`src/rtl/fp_mult_arbiter.sv`:
```
// Round-robin front end sharing one IEEE-754 single-precision multiplier among N requesters.
// Optional per-requester grant counters are enabled with `define FP_MULT_ARB_STATS_EN.
module fp_mult_arbiter #(
    parameter int WIDTH   = 32,
    parameter int N       = 4,
    parameter int IDW     = 2,
    parameter int LATENCY = 3
) (
    input  logic                 clk_i,
    input  logic                 rst_i,
    input  logic                 hold_i,
    input  logic [N-1:0]         req_i,
    input  logic [N*WIDTH-1:0]   a_i,
    input  logic [N*WIDTH-1:0]   b_i,
    output logic [N-1:0]         gnt_o,
    output logic [WIDTH-1:0]     p_o,
    output logic                 p_valid_o,
    output logic [IDW-1:0]       p_id_o,
    output logic                 busy_o
`ifdef FP_MULT_ARB_STATS_EN
    ,
    input  logic                 stat_clr_i,
    output logic [N*16-1:0]      stat_o
`endif
);

    localparam int PW = (N > 1) ? $clog2(N) : 1;

    // Combinational RNE multiply; subnormals are handled on both inputs and output.
    function automatic logic [31:0] fp_mul(input logic [31:0] a, input logic [31:0] b);
        logic        s;
        logic [7:0]  ea, eb;
        logic [22:0] fa, fb;
        logic        a_nan, b_nan, a_inf, b_inf, a_zero, b_zero;
        logic [23:0] ma, mb;
        logic [47:0] m, n, shifted, mask;
        logic        lost, rnd;
        logic [7:0]  expf;
        logic [30:0] mag;
        int          lz, ex, sh;
        logic [31:0] r;

        s      = a[31] ^ b[31];
        ea     = a[30:23];
        eb     = b[30:23];
        fa     = a[22:0];
        fb     = b[22:0];
        a_nan  = (ea == 8'hFF) && (fa != 23'd0);
        b_nan  = (eb == 8'hFF) && (fb != 23'd0);
        a_inf  = (ea == 8'hFF) && (fa == 23'd0);
        b_inf  = (eb == 8'hFF) && (fb == 23'd0);
        a_zero = (ea == 8'h00) && (fa == 23'd0);
        b_zero = (eb == 8'h00) && (fb == 23'd0);
        ma      = {ea != 8'h00, fa};
        mb      = {eb != 8'h00, fb};
        m       = {24'd0, ma} * {24'd0, mb};
        n       = '0;
        shifted = '0;
        mask    = '0;
        lost    = 1'b0;
        rnd     = 1'b0;
        expf    = '0;
        mag     = '0;
        lz      = 48;
        sh      = 0;
        r       = '0;

        // Leading-zero count: the highest set bit is written last.
        for (int i = 0; i < 48; i++) begin
            if (m[i]) begin
                lz = 47 - i;
            end
        end
        ex = ((ea == 8'h00) ? 1 : int'(ea)) + ((eb == 8'h00) ? 1 : int'(eb)) - 127 + 1 - lz;

        if (a_nan || b_nan || (a_inf && b_zero) || (b_inf && a_zero)) begin
            r = 32'h7FC0_0000;
        end else if (a_inf || b_inf) begin
            r = {s, 8'hFF, 23'd0};
        end else if (a_zero || b_zero) begin
            r = {s, 31'd0};
        end else if (ex >= 255) begin
            r = {s, 8'hFF, 23'd0};
        end else begin
            n = m << lz;
            if (ex <= 0) begin
                sh   = 1 - ex;
                expf = 8'd0;
            end else begin
                sh   = 0;
                expf = ex[7:0];
            end
            if (sh >= 48) begin
                shifted = '0;
                lost    = |n;
            end else begin
                shifted = n >> sh;
                mask    = ~({48{1'b1}} << sh);
                lost    = |(n & mask);
            end
            rnd = shifted[23] & ((|shifted[22:0]) | lost | shifted[24]);
            // A rounding carry ripples into the exponent field, covering subnormal->normal and overflow->inf.
            mag = {expf, shifted[46:24]} + {30'd0, rnd};
            r   = {s, mag};
        end
        return r;
    endfunction

    logic [PW-1:0]    ptr_reg;
    logic [PW-1:0]    ptr_next;
    logic [N-1:0]     gnt;
    logic [IDW-1:0]   gnt_id;
    logic             accept;
    logic [WIDTH-1:0] a_sel, b_sel, prod;

    always_comb begin
        int idx;
        gnt    = '0;
        gnt_id = '0;
        idx    = 0;
        if (!hold_i && !rst_i) begin
            // Walk offsets downward so the smallest offset from ptr wins.
            for (int i = N - 1; i >= 0; i--) begin
                idx = (int'(ptr_reg) + i) % N;
                if (req_i[idx]) begin
                    gnt      = '0;
                    gnt[idx] = 1'b1;
                    gnt_id   = IDW'(idx);
                end
            end
        end
    end

    assign accept   = |gnt;
    assign ptr_next = PW'((int'(gnt_id) + 1) % N);
    assign gnt_o    = gnt;
    assign a_sel    = a_i[gnt_id*WIDTH +: WIDTH];
    assign b_sel    = b_i[gnt_id*WIDTH +: WIDTH];
    assign prod     = WIDTH'(fp_mul(32'(a_sel), 32'(b_sel)));

    always_ff @(posedge clk_i or posedge rst_i) begin
        if (rst_i) begin
            ptr_reg <= '0;
        end else if (accept) begin
            ptr_reg <= ptr_next;
        end
    end

    logic [LATENCY-1:0] vld_reg;
    logic [WIDTH-1:0]   prod_reg [LATENCY];
    logic [IDW-1:0]     id_reg   [LATENCY];

    // Data moves only with a valid entry so the output holds the last product.
    always_ff @(posedge clk_i or posedge rst_i) begin
        if (rst_i) begin
            vld_reg <= '0;
            for (int i = 0; i < LATENCY; i++) begin
                prod_reg[i] <= '0;
                id_reg[i]   <= '0;
            end
        end else if (!hold_i) begin
            vld_reg[0] <= accept;
            if (accept) begin
                prod_reg[0] <= prod;
                id_reg[0]   <= gnt_id;
            end
            for (int i = 1; i < LATENCY; i++) begin
                vld_reg[i] <= vld_reg[i-1];
                if (vld_reg[i-1]) begin
                    prod_reg[i] <= prod_reg[i-1];
                    id_reg[i]   <= id_reg[i-1];
                end
            end
        end
    end

    assign p_o       = prod_reg[LATENCY-1];
    assign p_id_o    = id_reg[LATENCY-1];
    assign p_valid_o = vld_reg[LATENCY-1] & ~hold_i;
    assign busy_o    = |vld_reg;

`ifdef FP_MULT_ARB_STATS_EN
    generate
        for (genvar gi = 0; gi < N; gi++) begin : g_stat
            logic [15:0] cnt_reg;
            always_ff @(posedge clk_i or posedge rst_i) begin
                if (rst_i) begin
                    cnt_reg <= '0;
                end else if (stat_clr_i) begin
                    cnt_reg <= '0;
                end else if (gnt[gi] && (cnt_reg != 16'hFFFF)) begin
                    cnt_reg <= cnt_reg + 16'd1;
                end
            end
            assign stat_o[gi*16 +: 16] = cnt_reg;
        end
    endgenerate
`endif

endmodule

```
`config.mk`:
```
export PLATFORM = sky130hd
export DESIGN_NAME = fp_mult_arbiter
export DESIGN_NICKNAME = d
export VERILOG_FILES = /design/src/rtl/fp_mult_arbiter.sv
export SDC_FILE = /design/constraint.sdc
export NUM_CORES = 2
export LEC_CHECK = 0
export ABC_AREA = 1
export CORE_ASPECT_RATIO = 1.2
export CORE_MARGIN = 5
export CORE_UTILIZATION = 35
export CTS_CLUSTER_SIZE = 40
export DETAILED_ROUTE_END_ITERATION = 16
export GPL_ROUTABILITY_DRIVEN = 0
export HOLD_SLACK_MARGIN = 0.06
export SYNTH_ARGS = -nofsm -noshare
export SYNTH_HDL_FRONTEND = slang
export SYNTH_SLANG_ARGS = --single-unit
```
`constraint.sdc`:
```
create_clock -name clk_i -period 34.6 [get_ports clk_i]
set_input_delay 10.38 -clock clk_i [delete_from_list [all_inputs] [get_ports clk_i]]
set_output_delay 10.38 -clock clk_i [all_outputs]
set_load 0.1 [all_outputs]
```
# == Yosys cells after proc, flatten, opt, wreduce, memory -nomap -nowiden ==
# Cells that the tools add are included.
# classes
n_lt_le_gt_ge,11
muxes,103
shifts,5
n_mul,1
n_reduce_logical,39
bitwise,11
add_sub_neg,10
n_eq_ne,2
# ops
op,n
32-bit two-way mux,53
128-bit by 8-bit variable part select with 32-bit output,2
47-bit two-way mux,5
48-bit OR reduction,2
31-bit two-way mux,3
8-bit two-way mux,7
48-bit AND,1
24-bit by 24-bit multiplier with 48-bit output,1
48-bit inverter,1
48-bit by 32-bit left shift with 48-bit output,1
"48-bit by 32-bit left shift with 48-bit output, first input constant",1
48-bit by 32-bit right shift with 47-bit output,1
23-bit zero test,2
23-bit nonzero test,2
"32-bit by 7-bit >= comparator with 1-bit output, second input constant",1
"32-bit by 9-bit >= comparator with 1-bit output, second input constant",1
"32-bit by 1-bit <= comparator with 1-bit output, second input constant",1
11-bit by 32-bit subtractor with 32-bit output,1
"2-bit by 32-bit subtractor with 32-bit output, first input constant",1
31-bit by 1-bit adder with 31-bit output,1
23-bit OR reduction,1
4-bit two-way mux,5
"8-bit equality test, second input constant",2
8-bit zero test,2
27 further kinds,84
# totals
out_inout_bits,40
wordCells,190
inputBits,263
reg_bits,107

# == Depth between registers and ports, before layout ==
# logic_depth
depth_word,86
ltp_mapped,131

# == Worst setup path before layout ==
# OpenSTA, ideal clock, no wires.
# synth_path
path_kind,input to register
startpoint,input port req_i[0]
endpoint,register prod_reg[80] in the netlist's numbering
slack_ns,9.075
path_stages,104
path_buffers,9
required_time_ns,34.480
arrival_ns,25.404
path_cell_list,inv_1 > nand2_1 > nand3_1 > nand2_2 > inv_2 > nand2_1 > nand2_1 > nand2_2 > nand2_4 > clkbuf_1 > clkbuf_1 > buf_1 > o22ai_1 > a22oi_1 > clkbuf_1 > inv_1 > clkbuf_1 > nor2_1 > [... 68 more ...] > clkbuf_1 > nand3_1 > nand3_1 > nand3_1 > nand3_1 > nand3_1 > nand2_1 > nand2_2 > inv_1 > ha_1 > inv_1 > nor2_1 > and2_2 > nand2_1 > nor2_2 > a21oi_1 > o21ai_1 > nand2_1
# synth_between
elab_chain_cells,82
elab_cells_between_ends,138
cone_classes,add/sub: 6; mul: 1; order compare: 3; eq/ne: 2; shift: 5; mux: 90; bitwise: 5; reduce/logical: 26
# synth_lines
element,line,source
from (decl),12,"input logic [N-1:0] req_i,"
1-bit binary-select mux with 2-bit select,125,if (req_i[idx]) begin
1-bit two-way mux (not written as such) (2 in series),125,
2-bit two-way mux (4 in series),125,
2-bit two-way mux,121,if (!hold_i && !rst_i) begin
"128-bit by 8-bit variable part select with 32-bit output, on equally long branches","137, 138",
24-bit by 24-bit multiplier with 48-bit output,56,"m = {24'd0, ma} * {24'd0, mb};"
5-bit two-way mux,70,if (m[i]) begin
32-bit two-way mux (47 in series),70,
[... 15 more ...],-,
1-bit two-way mux,76,if (a_nan || b_nan || (a_inf && b_zero) || (b_inf && a_zero)) begin
1-bit bitwise OR (2 in series),101,rnd = shifted[23] & ((|shifted[22:0]) | lost | shifted[24]);
1-bit AND,101,
31-bit by 1-bit adder with 31-bit output,103,"mag = {expf, shifted[46:24]} + {30'd0, rnd};"
31-bit two-way mux,82,end else if (ex >= 255) begin
31-bit two-way mux,80,end else if (a_zero || b_zero) begin
31-bit two-way mux,78,end else if (a_inf || b_inf) begin
32-bit two-way mux,76,
"to (signal, indexed assignment)",170,prod_reg[i] <= prod_reg[i-1];
to (decl),150,logic [WIDTH-1:0] prod_reg [LATENCY];
# Several ways; a longest one is shown, not always the timed one. The select of a mux whose other input is x is not followed.
# A chain may end at the register's enable or synchronous reset.

# == Final worst setup path ==
# layout_path
startpoint,input port req_i[0]
endpoint,register prod_reg[74] in the netlist's numbering
# Same word-level chain as after synthesis.

==> run_results.csv <==
group,metric,value,unit
cts,htreeDepth,3,
synth,yosysWarnings,0,
global_routing,grt_overflow,0,
timing,fin_tns_setup,0,ns
worst_setup_path,critPathKind,"input port to register",
route,wire_per_inst,20.5,µm
cts,clk_path_buf_depth,2,
route,vias_per_cell,5.40,
cts,clk_pin_slew,0.06,ns
cts,root_buffer,"clkbuf_16",
floorplan,die_area,103000,µm²
min_path,hold-path-cell-count,2,
timing,setup_viol,0,
timing,hold_slack,0.483,ns
placement,portBuffers,302,
global_routing,grt_pass1_vias,35000,
timing,rsz0062_at_grt,"false",
layout,nets,5980,
route,wirelength,129000,µm
worst_setup_path,cpMostUsedCell,"nand2_1",
global_routing,grt_usage,24.4,%
floorplan,die_w,294,µm
cts,clock_latency,0.34,ns
cts,ctsResizeCount,0,
synth,syn_area,33800,µm²
synth,synth_top_cell_by_area,"fa_1",
layout,fin_util,39.7,%
synth,syn_area_per_cell,6.92,µm²
cts,cts_tree,"done",
synth,yosys_register_bits,107,
worst_setup_path,r2r_cells,104,
cts,cts_setup_buffers,0,
floorplan,rows,125,
timing,tightest_slew,1.25,ns
timing,min_period,31.57,ns
floorplan,start_util,35.1,%
timing,fmax,0.0317,GHz
timing,slew_headroom,16.2,%
synth,synth_top_cells_by_area,"fa_1 29%, nand2_1 11%, nand3_1 10%",
placement,post-dp-hpwl,102000,µm
global_routing,grtUsageMet1,29.7,%
route,drt_first_pass_iters,6,
global_routing,met2_usage,43.0,%
worst_setup_path,crit_buf_inv,26,
synth,synth_cells,4892,
worst_setup_path,cp_slowest_cell,"nor3_1",
route,remaining_drc_errors,0,
synth,synthDistinctLibCells,59,
floorplan,ios,303,
synth,netlist.area_leader.share,28.6,%
worst_setup_path,crit_cells,103,
route,ant_nets,0,
synth,async_flop_share,100,%
timing,fin_skew,0.00712,ns
cts,cts.sinks,107,
worst_setup_path,cp-end-kind,"register",
synth,syn_nets,5858,
floorplan,core,96300,µm²
global_routing,grt_pass1_wl,199000,µm
min_path,hp-class,"register to register",
global_routing,busiest_layer,"met2",
global_routing,grt_use_met3,3.82,%
flow_run,drv_cap,0,
worst_setup_path,crit_fanout,53,
timing,fin_crit_sh,91.2,%
worst_setup_path,worstPathArrival,31.74,ns
worst_setup_path,cp-start-kind,"input port",
worst_setup_path,slowest_delay,0.95,ns
timing,timing_hold_violations_final,0,
global_routing,grt_max_degree,81,
global_routing,antenna_found_initial,4,
route,drt_iter0_markers,3039,
worst_setup_path,cp_top_family,"simple AND/OR/NAND/NOR gates",
timing,slew_viol_final,0,
layout,drive_gt1_share,6.00,%
worst_setup_path,cp_data_required_time,34.77,ns
layout,fill_cells,10300,
synth,ys_seq_area_share,7.91,%
layout,syn2layout_area_growth,13.0,%
synth,synthFlopType,"dfrtp_1",
floorplan,die_y,351,µm
status,status,"finished, final reports clean",
cts,cts_hold_buf,0,
synth,synth_enable_flop_cells,0,
route,num_vias,33900,
cts,numCtsBuffers,9,
layout,largest_register_ffs,64,
## layout by cell type (no fill, tap or decap), types with 21 or more instances in the layout
cell type,Yosys,layout
or2_2,45,45
a21oi_1,130,130
a22oi_1,21,21
buf_4,44,86
clkdlybuf4s50_1,0,302
nor2_1,629,625
xor2_1,44,44
a32o_1,40,39
o22ai_1,30,30
fa_1,484,484
nand2_1,953,952
nand3_1,688,688
nand2_2,21,21
nand4_1,58,58
nor3_1,21,21
inv_1,795,793
dfrtp_1,107,107
ha_1,219,219
o21ai_0,91,91
mux2_2,44,44
## cell families (layout without fill, tap and decap cells)
family	count (synthesis)	after routing	share of synthesized area, %
other	0	1	0
buffers and inverters	1100	1225	12.9
AO/OA/AOI/OAI	414	414	7.80
multiplexers	44	44	1.46
flip-flops	107	107	7.91
XOR/XNOR	61	61	1.58
adder cells (fa/ha/maj)	703	703	36.7
AND/OR/NAND/NOR	2463	2463	31.6
## worst paths after layout
path	start	to	slack [ns]
setup / recovery	req_i[0]	prod_reg[74]$_DFFE_PP0P_	3.03
hold / removal	prod_reg[42]$_DFFE_PP0P_	prod_reg[42]$_DFFE_PP0P_	0.48
setup reg to reg	ptr_reg[0]$_DFFE_PP0N_	prod_reg[74]$_DFFE_PP0P_	12.46
hold reg to reg	prod_reg[42]$_DFFE_PP0P_	prod_reg[42]$_DFFE_PP0P_	0.48
max in group asynchronous	rst_i	prod_reg[41]$_DFFE_PP0P_	22.81
min in group asynchronous	rst_i	p_o[22]$_DFFE_PP0P_	10.45
## worst register-to-register path: cells and delay by family, from the launching register on
family | cells | cell delay [ns]
adder cells (fa/ha/maj) | 14 | 5.08
AO/OA/AOI/OAI | 14 | 3.49
XOR/XNOR | 1 | 0.31
flip-flops | 1 | 0.69
AND/OR/NAND/NOR | 49 | 7.50
buffers and inverters | 26 | 4.92
## per-stage QoR
stage	setup WS (ns)	instances	cell area (µm²)
floorplan	9.08	4892	33800
global placement	3.24	6273	38000
detailed placement	2.99	6273	38000
CTS	3.19	6287	38200
global route	1.05	6287	38200
finish	3.03	6288	38200
## layout make-up
cell class              instances  area, µm²  area share (%)
clock inverters                 3       25.0          0.0655
clock buffers                  11        243           0.635
repair buffers                388       3670            9.60
flip-flops and latches        107       2680            7.00
inverters                     823       3090            8.09
multi-input cells            3685      26900            70.4
diodes                          1       2.50         0.00655
well taps                    1270       1590            4.16
## per-layer routing
metal	part of all wire, %	routed length, µm
met4	4.9	6300
met5	0.017	22
met3	7.6	9720
met1	39	50400
met2	48	62200
## cells in the mapped netlist, types with 5 or more instances
master,number
o22ai_1,30
o21bai_1,9
inv_2,16
nor3_1,21
nand2_2,21
buf_4,44
xor2_1,44
a22oi_1,21
clkbuf_1,162
o211ai_1,15
a21oi_1,130
xnor2_1,17
nor4_1,11
nand3_2,5
o21ai_2,7
ha_1,219
buf_1,31
inv_1,795
nand2_4,7
nor2_2,9
or2_2,45
nand3_1,688
dfrtp_1,107
a32o_1,40
buf_6,5
mux2_2,44
a21oi_2,7
nand4_1,58
nand2_1,953
buf_2,35
a31oi_1,24
o21ai_0,91
nor2_1,629
o21ai_1,14
clkinv_1,11
o2111ai_1,5
fa_1,484
Power is not shown: default switching activity piles up to over one toggle a cycle in this logic, so the estimate is an artifact.
